--- src/rtl/row_sequencer_if.sv ---
// Trace buffer read port: request/address out, acknowledge plus line entry back.
interface row_sequencer_if #(
    parameter int LINE_BITS = 9,
    parameter int STEP_FRAC = 12
);
    logic                   tb_req;
    logic [LINE_BITS-1:0]   tb_addr;
    logic                   tb_ack;
    logic [1:0]             tb_wall;
    logic                   tb_side;
    logic [10:0]            tb_size;
    logic [5:0]             tb_texu;
    logic [6+STEP_FRAC-1:0] tb_vstep;

    modport master (
        output tb_req, tb_addr,
        input  tb_ack, tb_wall, tb_side, tb_size, tb_texu, tb_vstep
    );

    modport slave (
        input  tb_req, tb_addr,
        output tb_ack, tb_wall, tb_side, tb_size, tb_texu, tb_vstep
    );
endinterface

--- src/rtl/row_sequencer.sv ---
// Per-line wall controller: fetches a trace entry, computes the texv start
// offset with a shift-subtract multiply, then steps texv once per pixel.
module row_sequencer #(
    parameter int H_VIEW    = 640,
    parameter int STEP_FRAC = 12,
    parameter int LINE_BITS = 9
) (
    input  logic                 clk,
    input  logic                 reset,
    input  logic                 i_line_start,
    input  logic [LINE_BITS-1:0] i_line_idx,
    input  logic                 i_pix_en,
    row_sequencer_if.master      tb,
    output logic [1:0]           o_wall,
    output logic                 o_side,
    output logic [10:0]          o_size,
    output logic [5:0]           o_texu,
    output logic [5:0]           o_texv,
    output logic                 o_ready,
    output logic                 o_late
);
    localparam int VW = 6 + STEP_FRAC;
    localparam logic [9:0] HALF_SIZE = 10'(H_VIEW / 2);
    localparam logic [VW-1:0] MID = {6'd32, {STEP_FRAC{1'b0}}};

    typedef enum logic [1:0] {IDLE, FETCH, MULT, READY} state_t;

    state_t               r_state;
    logic                 r_req;
    logic [LINE_BITS-1:0] r_addr;
    logic [1:0]           r_wall;
    logic                 r_side;
    logic [10:0]          r_size;
    logic [5:0]           r_texu;
    logic [VW-1:0]        r_vstep;
    logic [VW-1:0]        r_acc;
    logic [3:0]           r_cnt;
    logic                 r_ready;
    logic                 r_late;

    logic [VW-1:0]        w_sub;
    logic [VW-1:0]        w_mult;

    // MSB-first shift-subtract of HALF_SIZE*vstep; the last step adds 32.0
    always_comb begin
        w_sub  = HALF_SIZE[r_cnt] ? r_vstep : '0;
        w_mult = {r_acc[VW-2:0], 1'b0} - w_sub;
        if (r_cnt == 4'd0)
            w_mult = w_mult + MID;
    end

    always_ff @(posedge clk) begin
        if (reset) begin
            r_state <= IDLE;
            r_req   <= 1'b0;
            r_addr  <= '0;
            r_wall  <= '0;
            r_side  <= 1'b0;
            r_size  <= '0;
            r_texu  <= '0;
            r_vstep <= '0;
            r_acc   <= '0;
            r_cnt   <= '0;
            r_ready <= 1'b0;
            r_late  <= 1'b0;
        end else begin
            r_late <= 1'b0;
            unique case (r_state)
                IDLE: begin
                    if (i_line_start) begin
                        r_addr  <= i_line_idx;
                        r_req   <= 1'b1;
                        r_state <= FETCH;
                    end
                end
                FETCH: begin
                    if (i_line_start) begin
                        r_addr <= i_line_idx;
                        r_req  <= 1'b0;
                        r_late <= 1'b1;
                    end else if (!r_req) begin
                        r_req <= 1'b1;
                    end else if (tb.tb_ack) begin
                        r_wall  <= tb.tb_wall;
                        r_side  <= tb.tb_side;
                        r_size  <= tb.tb_size;
                        r_texu  <= tb.tb_texu;
                        r_vstep <= tb.tb_vstep;
                        r_req   <= 1'b0;
                        r_acc   <= '0;
                        r_cnt   <= 4'd9;
                        r_state <= MULT;
                    end
                end
                MULT: begin
                    if (i_line_start) begin
                        r_addr  <= i_line_idx;
                        r_req   <= 1'b0;
                        r_late  <= 1'b1;
                        r_state <= FETCH;
                    end else begin
                        r_acc <= w_mult;
                        r_cnt <= r_cnt - 4'd1;
                        if (r_cnt == 4'd0) begin
                            r_ready <= 1'b1;
                            r_state <= READY;
                        end
                    end
                end
                READY: begin
                    if (i_line_start) begin
                        r_addr  <= i_line_idx;
                        r_req   <= 1'b1;
                        r_ready <= 1'b0;
                        r_state <= FETCH;
                    end else if (i_pix_en) begin
                        r_acc <= r_acc + r_vstep;
                    end
                end
                default: r_state <= IDLE;
            endcase
        end
    end

    assign tb.tb_req  = r_req;
    assign tb.tb_addr = r_addr;
    assign o_wall     = r_wall;
    assign o_side     = r_side;
    assign o_size     = r_size;
    assign o_texu     = r_texu;
    assign o_texv     = r_acc[VW-1:STEP_FRAC];
    assign o_ready    = r_ready;
    assign o_late     = r_late;
endmodule

--- src/flat_wrapper.sv ---
// flat-port wrapper written by rule: the top's interface ports become plain ports
module row_sequencer_flat 
#(
    parameter int H_VIEW    = 640,
    parameter int STEP_FRAC = 12,
    parameter int LINE_BITS = 9
)
  (clk, reset, i_line_start, i_line_idx, i_pix_en, o_wall, o_side, o_size, o_texu, o_texv, o_ready, o_late, tb_tb_req, tb_tb_addr, tb_tb_ack, tb_tb_wall, tb_tb_side, tb_tb_size, tb_tb_texu, tb_tb_vstep);
  row_sequencer_if #(.LINE_BITS(LINE_BITS), .STEP_FRAC(STEP_FRAC)) tb_i ();
  input  logic clk;
  input  logic reset;
  input  logic i_line_start;
  input  logic [LINE_BITS-1:0] i_line_idx;
  input  logic i_pix_en;
  output logic [1:0] o_wall;
  output logic o_side;
  output logic [10:0] o_size;
  output logic [5:0] o_texu;
  output logic [5:0] o_texv;
  output logic o_ready;
  output logic o_late;
  output wire logic [$bits(tb_i.tb_req)-1:0] tb_tb_req;
  output wire logic [$bits(tb_i.tb_addr)-1:0] tb_tb_addr;
  input wire logic [$bits(tb_i.tb_ack)-1:0] tb_tb_ack;
  input wire logic [$bits(tb_i.tb_wall)-1:0] tb_tb_wall;
  input wire logic [$bits(tb_i.tb_side)-1:0] tb_tb_side;
  input wire logic [$bits(tb_i.tb_size)-1:0] tb_tb_size;
  input wire logic [$bits(tb_i.tb_texu)-1:0] tb_tb_texu;
  input wire logic [$bits(tb_i.tb_vstep)-1:0] tb_tb_vstep;
  assign tb_tb_req = tb_i.tb_req;
  assign tb_tb_addr = tb_i.tb_addr;
  assign tb_i.tb_ack = tb_tb_ack;
  assign tb_i.tb_wall = tb_tb_wall;
  assign tb_i.tb_side = tb_tb_side;
  assign tb_i.tb_size = tb_tb_size;
  assign tb_i.tb_texu = tb_tb_texu;
  assign tb_i.tb_vstep = tb_tb_vstep;
  row_sequencer #(.H_VIEW(H_VIEW), .STEP_FRAC(STEP_FRAC), .LINE_BITS(LINE_BITS)) u_core (.clk(clk), .reset(reset), .i_line_start(i_line_start), .i_line_idx(i_line_idx), .i_pix_en(i_pix_en), .tb(tb_i), .o_wall(o_wall), .o_side(o_side), .o_size(o_size), .o_texu(o_texu), .o_texv(o_texv), .o_ready(o_ready), .o_late(o_late));
endmodule
--- config.mk ---
export PLATFORM = sky130hd
export DESIGN_NAME = row_sequencer_flat
export DESIGN_NICKNAME = d
export VERILOG_FILES = /design/src/rtl/row_sequencer_if.sv /design/src/rtl/row_sequencer.sv /design/src/flat_wrapper.sv
export SDC_FILE = /design/constraint.sdc
export NUM_CORES = 1
export LEC_CHECK = 0
export CORE_ASPECT_RATIO = 1.25
export CORE_MARGIN = 2
export CORE_UTILIZATION = 53
export DETAILED_ROUTE_END_ITERATION = 12
export GPL_TIMING_DRIVEN = 0
export PLACE_DENSITY = 0.81
export SETUP_SLACK_MARGIN = 0.05
export SLEW_MARGIN = 10
export SYNTH_ARGS = -nofsm -noshare
export SYNTH_HDL_FRONTEND = slang
export SYNTH_SLANG_ARGS = --single-unit
--- constraint.sdc ---
create_clock -name clk -period 3.5 [get_ports clk]
set_input_delay 0.7 -clock clk [delete_from_list [all_inputs] [get_ports clk]]
set_output_delay 0.7 -clock clk [all_outputs]
set_load 0.05 [all_outputs]
==> impl_table.tex <==
\begin{tabular}{lr}
\hline
Metric & Value \\
\hline
\multicolumn{2}{l}{\textbf{Worst setup path}} \\
\quad Arr. time, crit path & approximately 3.3 ns \\
\quad Largest incremental delay on the critical path & 0.39 ns \\
\quad Critical path capture point type & flip-flop \\
\quad Most frequent cell on the critical path & sky130\_fd\_sc\_hd\_\_or3\_1 \\
\quad Setup CP Type & flip-flop to flip-flop \\
\quad Cell-by-cell listing of the critical path & buf\_2 > nand2\_1 > ha\_1 > or3\_1 > o2111a\_2 > a211oi\_4 > a311oi\_1 > or3\_1 > a31oi\_1 > a21oi\_1 \\
\quad CP top delay family & compound AO/OA/AOI/OAI gates \\
\quad Type of element launching the critical path & flip-flop \\
\quad Peak fanout along the critical path & 19 \\
\quad Critical-path top delay cell & sky130\_fd\_sc\_hd\_\_or3\_1 \\
\quad Crit path buffers/inverters & 1 \\
\quad Data required, critical path & between 3 and 4 ns \\
\multicolumn{2}{l}{\textbf{Synth}} \\
\quad Number of flops mapped to enable cells by yosys & 0 \\
\quad Number of warning messages in the yosys log & 0 \\
\quad Library cell with the highest instance count after synthesis & sky130\_fd\_sc\_hd\_\_nand2\_1 \\
\quad Number of different library cells in the post-synthesis netlist & 58 \\
\quad Main flop type after synthesis & sky130\_fd\_sc\_hd\_\_dfxtp\_1 \\
\quad Net count after synthesis & 730 \\
\quad Post-synthesis sequential area ratio & 30.9\% \\
\quad Synthesized area & 0.00486 mm² \\
\quad Leading post-synthesis cells by cell area & sky130\_fd\_sc\_hd\_\_dfxtp\_1, sky130\_fd\_sc\_hd\_\_ha\_1, sky130\_fd\_sc\_hd\_\_nand2\_1, sky130\_fd\_sc\_hd\_\_a21oi\_1, sky130\_fd\_sc\_hd\_\_nor2\_1 \\
\quad Count of mapped cells out of synthesis & 635 \\
\quad Area leader, netlist & sky130\_fd\_sc\_hd\_\_dfxtp\_1 \\
\quad Mean area per synthesized cell & 7.65 µm² \\
\quad Fraction of synthesis flops using an asynchronous set or reset pin & 0\% \\
\quad Leading post-synthesis cells by instance count & sky130\_fd\_sc\_hd\_\_nand2\_1, sky130\_fd\_sc\_hd\_\_a21oi\_1, sky130\_fd\_sc\_hd\_\_dfxtp\_1 \\
\quad Register bit total from synthesis & 75 \\
\quad Top cell type's share of synthesized area & 30.9\% \\
\multicolumn{2}{l}{\textbf{Outcome}} \\
\quad Outcome & completed \\
\multicolumn{2}{l}{\textbf{Floorplanning}} \\
\quad Initial Util & around 54\% \\
\quad Die area & around 0.010 mm² \\
\quad Std-Cell Core Area & 0.00903 mm² \\
\quad Die extent in x & about 90 µm \\
\quad Number of top-level design ports & 90 \\
\quad Number of rows in the core area & 39 \\
\quad Height of the chip & $\sim$110 µm \\
\multicolumn{2}{l}{\textbf{Timing}} \\
\quad Final worst-path setup slack & around 0.40 ns \\
\quad Worst-case hold slack & 0.454 ns \\
\quad Setup clock skew after layout & 0.00685 ns \\
\quad RSZ-0062 raised after global routing & false \\
\quad Fmax & approximately 0.32 GHz \\
\quad Final max-slew violation count & 0 \\
\quad Final setup fails & 0 \\
\quad Final sum of negative setup slack & 0 ns \\
\quad Transition time of the tightest slew-check pin & 1.00 ns \\
\quad Post-layout minimum cycle time & 3.10 ns \\
\quad Hold Violations, Final & 0 \\
\quad Worst rel slew slack & 33.0\% \\
\quad Fraction of the cycle the final worst path needs & roughly 89\% \\
\multicolumn{2}{l}{\textbf{Final layout}} \\
\quad Nets@finish & a little over 800 \\
\quad Inserted Diodes & 0 \\
\quad Fraction of layout instances using a drive strength above 1 & 4.47\% \\
\quad Area taken by flip-flops and latches & approximately 0.0015 mm² \\
\quad Area growth, synth to finish & 28.5\% \\
\quad Area taken by multi-input logic gates & 0.00313 mm² \\
\quad Number of filler cells placed in the layout & around 740 \\
\multicolumn{2}{l}{\textbf{Global routing}} \\
\quad Initial antenna violation count & 0 \\
\quad Global-route wire length before repair & 22000 µm \\
\quad Largest net degree at the start of global routing & 20 \\
\quad Global Route Usage Sum & 28.0\% \\
\quad Leftover overflow at the end of global routing & 0 \\
\quad Via count of the first global-routing pass & between 4000 and 5000 \\
\multicolumn{2}{l}{\textbf{Worst hold path}} \\
\quad Hold crit path type & flip-flop to flip-flop \\
\quad Worst hold path startpoint & u\_core.o\_size[8] \\
\multicolumn{2}{l}{\textbf{Route}} \\
\quad Antenna Nets Post-Route & 0 \\
\quad Count of TritonRoute iterations in the first routing pass & 5 \\
\quad Starting DRC count in detailed routing & roughly 390 \\
\quad Detailed-route wire length & between 10000 and 15000 µm \\
\quad Per-cell via count in the routed design & 5.77 \\
\quad Vias & 4968 \\
\quad Routed wire per std cell & 15.7 µm \\
\quad Total DRC errors in the routed layout & 0 \\
\multicolumn{2}{l}{\textbf{CTS}} \\
\quad Number of buffers created by CTS & 9 \\
\quad Clock tree from TritonCTS & done \\
\quad CTS HTree Levels & 3 \\
\quad TritonCTS Sinks & 75 \\
\quad Clock latency of the later-clocked register in the worst-skew pair & 0.35 ns \\
\quad Longest Clk Path Bufs & 2 \\
\quad \# resized after CTS & 0 \\
\quad Clock-pin slew reported for the worst setup and hold paths after clock tree synthesis & $\sim$0.060 ns \\
\quad Cell at the root of the clock tree & sky130\_fd\_sc\_hd\_\_clkbuf\_16 \\
\quad Setup Buffers After CTS & 0 \\
\quad Post-CTS Hold Buffers & 0 \\
\multicolumn{2}{l}{\textbf{Power and ir drop}} \\
\quad Peak supply drop & 0.456 mV \\
\quad Pleak & roughly 2.4 nW \\
\quad Power per cell area & 723 mW/mm² \\
\multicolumn{2}{l}{\textbf{Placed design}} \\
\quad GP Congestion & 0.920 \\
\quad Post-DP HPWL & 9930 µm \\
\quad Worst Setup Slack post-DPL & around 0.043 ns \\
\quad I/O Buffers & 88 \\
\multicolumn{2}{l}{\textbf{Job}} \\
\quad Maximum capacitance violations & 0 \\
\hline
\end{tabular}
==> area by class of cell <==
type	count	area share, %
Tap cell	123	2.47
Inverter	19	1.14
Clock buffer	10	3.83
Clock inverter	6	1.80
Timing Repair Buffer	88	14.1
Buffer	35	2.49
Sequential cell	75	24.1
Multi-Input combinational cell	505	50.1
==> worst min-delay path: stages (launching register included) <==
cell                      delay, ns
sky130_fd_sc_hd__dfxtp_1       0.31
sky130_fd_sc_hd__nand2_1       0.05
sky130_fd_sc_hd__a21oi_1       0.05
==> placed cells by master, fill, tap and decap left out, types with 6 or more instances in the layout <==
| master | synthesis | layout |
|---|---|---|
| sky130_fd_sc_hd__ha_1 | 41 | 41 |
| sky130_fd_sc_hd__xnor2_1 | 14 | 14 |
| sky130_fd_sc_hd__nand2_1 | 111 | 111 |
| sky130_fd_sc_hd__nand2b_1 | 7 | 7 |
| sky130_fd_sc_hd__clkbuf_1 | 27 | 27 |
| sky130_fd_sc_hd__a211oi_1 | 9 | 9 |
| sky130_fd_sc_hd__a21oi_1 | 83 | 83 |
| sky130_fd_sc_hd__o21ai_0 | 40 | 40 |
| sky130_fd_sc_hd__buf_4 | 6 | 6 |
| sky130_fd_sc_hd__nor3_1 | 12 | 12 |
| sky130_fd_sc_hd__xor2_1 | 7 | 7 |
| sky130_fd_sc_hd__or3_1 | 6 | 6 |
| sky130_fd_sc_hd__nor2_1 | 56 | 56 |
| sky130_fd_sc_hd__nand3_1 | 8 | 8 |
| sky130_fd_sc_hd__clkbuf_16 | 0 | 9 |
| sky130_fd_sc_hd__a21o_1 | 8 | 8 |
| sky130_fd_sc_hd__a221oi_1 | 8 | 8 |
| sky130_fd_sc_hd__dfxtp_1 | 75 | 75 |
| sky130_fd_sc_hd__nand3b_1 | 6 | 6 |
| sky130_fd_sc_hd__mux2i_1 | 12 | 12 |
| sky130_fd_sc_hd__inv_1 | 19 | 19 |
| sky130_fd_sc_hd__clkdlybuf4s50_1 | 0 | 88 |
| sky130_fd_sc_hd__and2_1 | 6 | 6 |
| sky130_fd_sc_hd__and3_1 | 7 | 7 |
==> state kept, by name, summed over array words and instances (netlist names), named ones only <==
name,count
u_core.r_cnt,4
u_core.o_ready,1
u_core.o_late,1
u_core.o_texu,6
u_core.tb.tb_addr,9
u_core.r_acc,18
u_core.tb.tb_req,1
u_core.o_size,11
u_core.o_side,1
u_core.r_vstep,18
u_core.o_wall,2
u_core.r_state,2
==> per-stage QoR <==
stage          power [mW]  area (µm²)  utilization (%)  std cells
2_1_floorplan        2.78        4860                -        635
5_1_grt              4.75        6240             69.1        861
6_report             4.51        6240             69.1        861
4_1_cts              4.48        6240             69.1        861
3_3_place_gp         3.30        5890             65.3        846
3_5_place_dp         3.37        5890             65.3        846
==> cell families (layout without fill, tap and decap cells) <==
group,count (synthesis),count (layout),synth area share [%]
xor gates and xnor gates,21,21,3.78
adders and majority gates,43,43,11.4
buffers and inverters,55,158,4.74
DFF,75,75,30.9
muxes,15,15,3.24
AOI/OAI and AO/OA,191,191,24.4
and+or+nand+nor,235,235,21.6
==> layer usage <==
metal  global-route usage [%]  vias up  wire [µm]
li1                         -     2442          -
met1                     32.6     2276       5470
met2                     47.3      201       6660
met3                     4.10       49        803
met4                     16.3        0        564
met5                        0        -          0
==> where the power goes <==
| group | leakage, nW | internal, mW | switching [mW] | total, mW |
|---|---|---|---|---|
| clock network | 0.173 | 0.717 | 0.383 | 1.10 |
| registers | 0.610 | 0.985 | 0.118 | 1.10 |
| logic | 1.63 | 0.935 | 1.38 | 2.31 |
==> path summary, 6_finish.rpt <==
path / endpoint / slack (ns) / cells past startpoint
worst max-delay path: u_core.r_acc[15] / 0.40 / 10
worst max register to register: u_core.r_acc[15] / 0.40 / 10
worst min-delay path: u_core.o_size[8] / 0.45 / 2
worst min register to register: u_core.o_size[8] / 0.45 / 2
Note: power is estimated with default switching activity, not from simulation.
==> RTL change: new RTL, same settings <==
`STEP_FRAC` is set to 12 in 3 places; all go to 6.
--- a/src/rtl/row_sequencer_if.sv
+++ b/src/rtl/row_sequencer_if.sv
@@ -2,5 +2,5 @@
 interface row_sequencer_if #(
     parameter int LINE_BITS = 9,
-    parameter int STEP_FRAC = 12
+    parameter int STEP_FRAC = 6
 );
     logic                   tb_req;
--- a/src/rtl/row_sequencer.sv
+++ b/src/rtl/row_sequencer.sv
@@ -3,5 +3,5 @@
 module row_sequencer #(
     parameter int H_VIEW    = 640,
-    parameter int STEP_FRAC = 12,
+    parameter int STEP_FRAC = 6,
     parameter int LINE_BITS = 9
 ) (
--- a/src/flat_wrapper.sv
+++ b/src/flat_wrapper.sv
@@ -3,5 +3,5 @@
 #(
     parameter int H_VIEW    = 640,
-    parameter int STEP_FRAC = 12,
+    parameter int STEP_FRAC = 6,
     parameter int LINE_BITS = 9
 )
Ports: changed (resized tb_tb_vstep); port bits go from 90 to 84. No check against the original RTL was run, so the function may have changed too.
==> RTL change against the original RTL <==
  * Combinational power down 12%
  * Wire length is 27% lower
  * Count of clock-buffer cells in the layout unchanged
  * Power decreased by 17%
  * Design area decreased by 22%
  * Area after synthesis fell by 24%
  * Fmax is 2.5% higher
  * Sequential cell count fell by 12
  * Setup slack better by 76 ps
  * Final cell count fell by 25%
  * Critical path depth down 1
  * Synthesized cell count shrank 28%
  * Non-clock buffer count decreased by 13
==> RTL change: results (changes against the original RTL) <==
.. list-table::
   :header-rows: 1

   * - Metric
     - Value
   * - Run status
     - finished clean (unchanged)
   * - Count of placed standard cells including taps
     - 627 (was 846)
   * - Register area share after synthesis
     - 0.343 (was 0.309)
   * - Vias in the first global route
     - 3,548 (was 4,806)
   * - Switching power
     - 1.62 mW (was 1.88 mW)
   * - Lkg Pwr
     - 1.86 nW (was 2.41 nW)
   * - Mapped Cells
     - 457 (was 635)
   * - Maximum net fanout on the critical path
     - 10 (was 19)
   * - Global router's overall resource usage
     - 0.264 (was 0.280)
   * - Highest ir drop seen on vdd
     - 0.499 mV (was 0.456 mV)
   * - Estimated wirelength of the detail-placed design
     - 7.21 mm (was 9.93 mm)
   * - Most frequent cells after synthesis
     - sky130_fd_sc_hd__nand2_1, sky130_fd_sc_hd__dfxtp_1, sky130_fd_sc_hd__a21oi_1, sky130_fd_sc_hd__nor2_1, sky130_fd_sc_hd__ha_1 (was sky130_fd_sc_hd__nand2_1, sky130_fd_sc_hd__a21oi_1, sky130_fd_sc_hd__dfxtp_1, sky130_fd_sc_hd__nor2_1, sky130_fd_sc_hd__ha_1)
   * - Inserted Clock Buffers
     - 9 (unchanged)
   * - Fill cell instance count of the final layout
     - 547 (was 741)
   * - Global routing met3 resource utilization
     - 0.0437 (was 0.0410)
   * - Post-DR vias/cell
     - 5.60 (was 5.77)
   * - Pin count of the biggest net entering global routing
     - 13 (was 20)
   * - Met1 routing resource usage after global routing
     - 0.320 (was 0.326)
   * - Slew HR
     - 0.547 (was 0.330)
   * - Met2 capacity usage during global routing
     - 0.453 (was 0.473)
   * - Number of port buffers
     - 83 (was 88)
   * - Crit path arrival time
     - 3280 ps (was 3340 ps)
   * - Share of post-route cells with drive strength above 1
     - 0.0737 (was 0.0447)
   * - Final weighted congestion in routability-driven placement
     - 0.912 (was 0.920)
   * - Clock tree root driver cell
     - sky130_fd_sc_hd__clkbuf_8 (was sky130_fd_sc_hd__clkbuf_16)
   * - Wire length of the first global-routing pass
     - 16.3 mm (was 22.0 mm)
   * - Fraction of registers with async set/reset
     - 0 (unchanged)
   * - Drt pass-1 iters
     - 4 (was 5)
   * - Setup skew after layout
     - 9.70 ps (was 6.85 ps)
   * - Main area contributors after synthesis
     - sky130_fd_sc_hd__dfxtp_1, sky130_fd_sc_hd__ha_1, sky130_fd_sc_hd__nand2_1 (unchanged)
   * - Unique cell type count in the Yosys netlist
     - 57 (was 58)
   * - Worst setup slack after placement
     - 466 ps (was 42.8 ps)
   * - DRT Wirelength
     - 9.81 mm (was 13.5 mm)
   * - Net count after synthesis
     - 533 (was 730)
   * - Initial DRC Count
     - 221 (was 386)
   * - Final standard cell count with taps included and fillers excluded
     - 643 (was 861)
-- RTL change: changes by cell type after synthesis, moves of 12 or more --
cell / before / now
sky130_fd_sc_hd__dfxtp_1: 75 / 63
sky130_fd_sc_hd__o21ai_0: 40 / 9
sky130_fd_sc_hd__a21oi_1: 83 / 50
sky130_fd_sc_hd__nor2_1: 56 / 40
sky130_fd_sc_hd__nand2_1: 111 / 88
sky130_fd_sc_hd__ha_1: 41 / 28
-- RTL change: final cells by class --
class	instances	share of cell area
Multi-Input combinational cell	350	0.457
Sequential cell	63	0.260
Timing Repair Buffer	83	0.171
Clock buffer	10	0.0284
Buffer	27	0.0279
Tap cell	87	0.0225
Clock inverter	6	0.0191
Inverter	17	0.0132
-- RTL change: cell families (layout without fill, tap and decap cells) --
group,after synthesis,count (layout),synth area share
multiplexers,12,12,0.0330
AND/OR/NAND/NOR,176,176,0.213
AO/OA/AOI/OAI,118,118,0.218
flip-flops,63,63,0.343
buffers and inverters,44,143,0.0541
adder cells (fa/ha/maj),30,30,0.106
XOR/XNOR,14,14,0.0333
-- RTL change: power groups by stage --
stage	combinational [mW]	sequential [mW]	clock (mW)
3_5_place_dp	2.02	0.979	0
2_1_floorplan	1.42	1.08	0
4_1_cts	2.04	0.967	0.747
5_1_grt	2.24	0.983	0.772
6_report	2.04	0.968	0.734
3_3_place_gp	1.96	0.976	0
-- RTL change: final timing paths --
kind                                  startpoint               end  slack (ps)  cells after the start
worst max-delay path                   flip-flop   u_core.r_acc[7]         470                      9
worst min register to register  u_core.o_size[3]  u_core.o_size[3]         460                      2
worst min-delay path            u_core.o_size[3]  u_core.o_size[3]         460                      2
worst max register to register         flip-flop   u_core.r_acc[7]         470                      9
-- RTL change: metal layers --
layer	part of all wire	vias up
li1	-	1784
met1	0.41	1689
met2	0.51	111
met3	0.053	15
met4	0.020	0
met5	0	-
-- RTL change: metrics by stage --
stage	utilization	cell area [sq um]
final	0.729	4850
after global routing	0.729	4850
after CTS	0.729	4850
after detailed placement	0.695	4620
after global placement	0.695	4620
after floorplan	-	3680
-- RTL change: critical path, cell delays in order (launching register included) --
cell,delay [ps]
sky130_fd_sc_hd__dfxtp_1,360
sky130_fd_sc_hd__clkbuf_1,450
sky130_fd_sc_hd__nand2_1,110
sky130_fd_sc_hd__ha_1,380
sky130_fd_sc_hd__a21o_1,210
sky130_fd_sc_hd__a31o_2,250
sky130_fd_sc_hd__a221o_1,400
sky130_fd_sc_hd__a21oi_1,190
sky130_fd_sc_hd__mux2_1,340
sky130_fd_sc_hd__a311oi_1,250
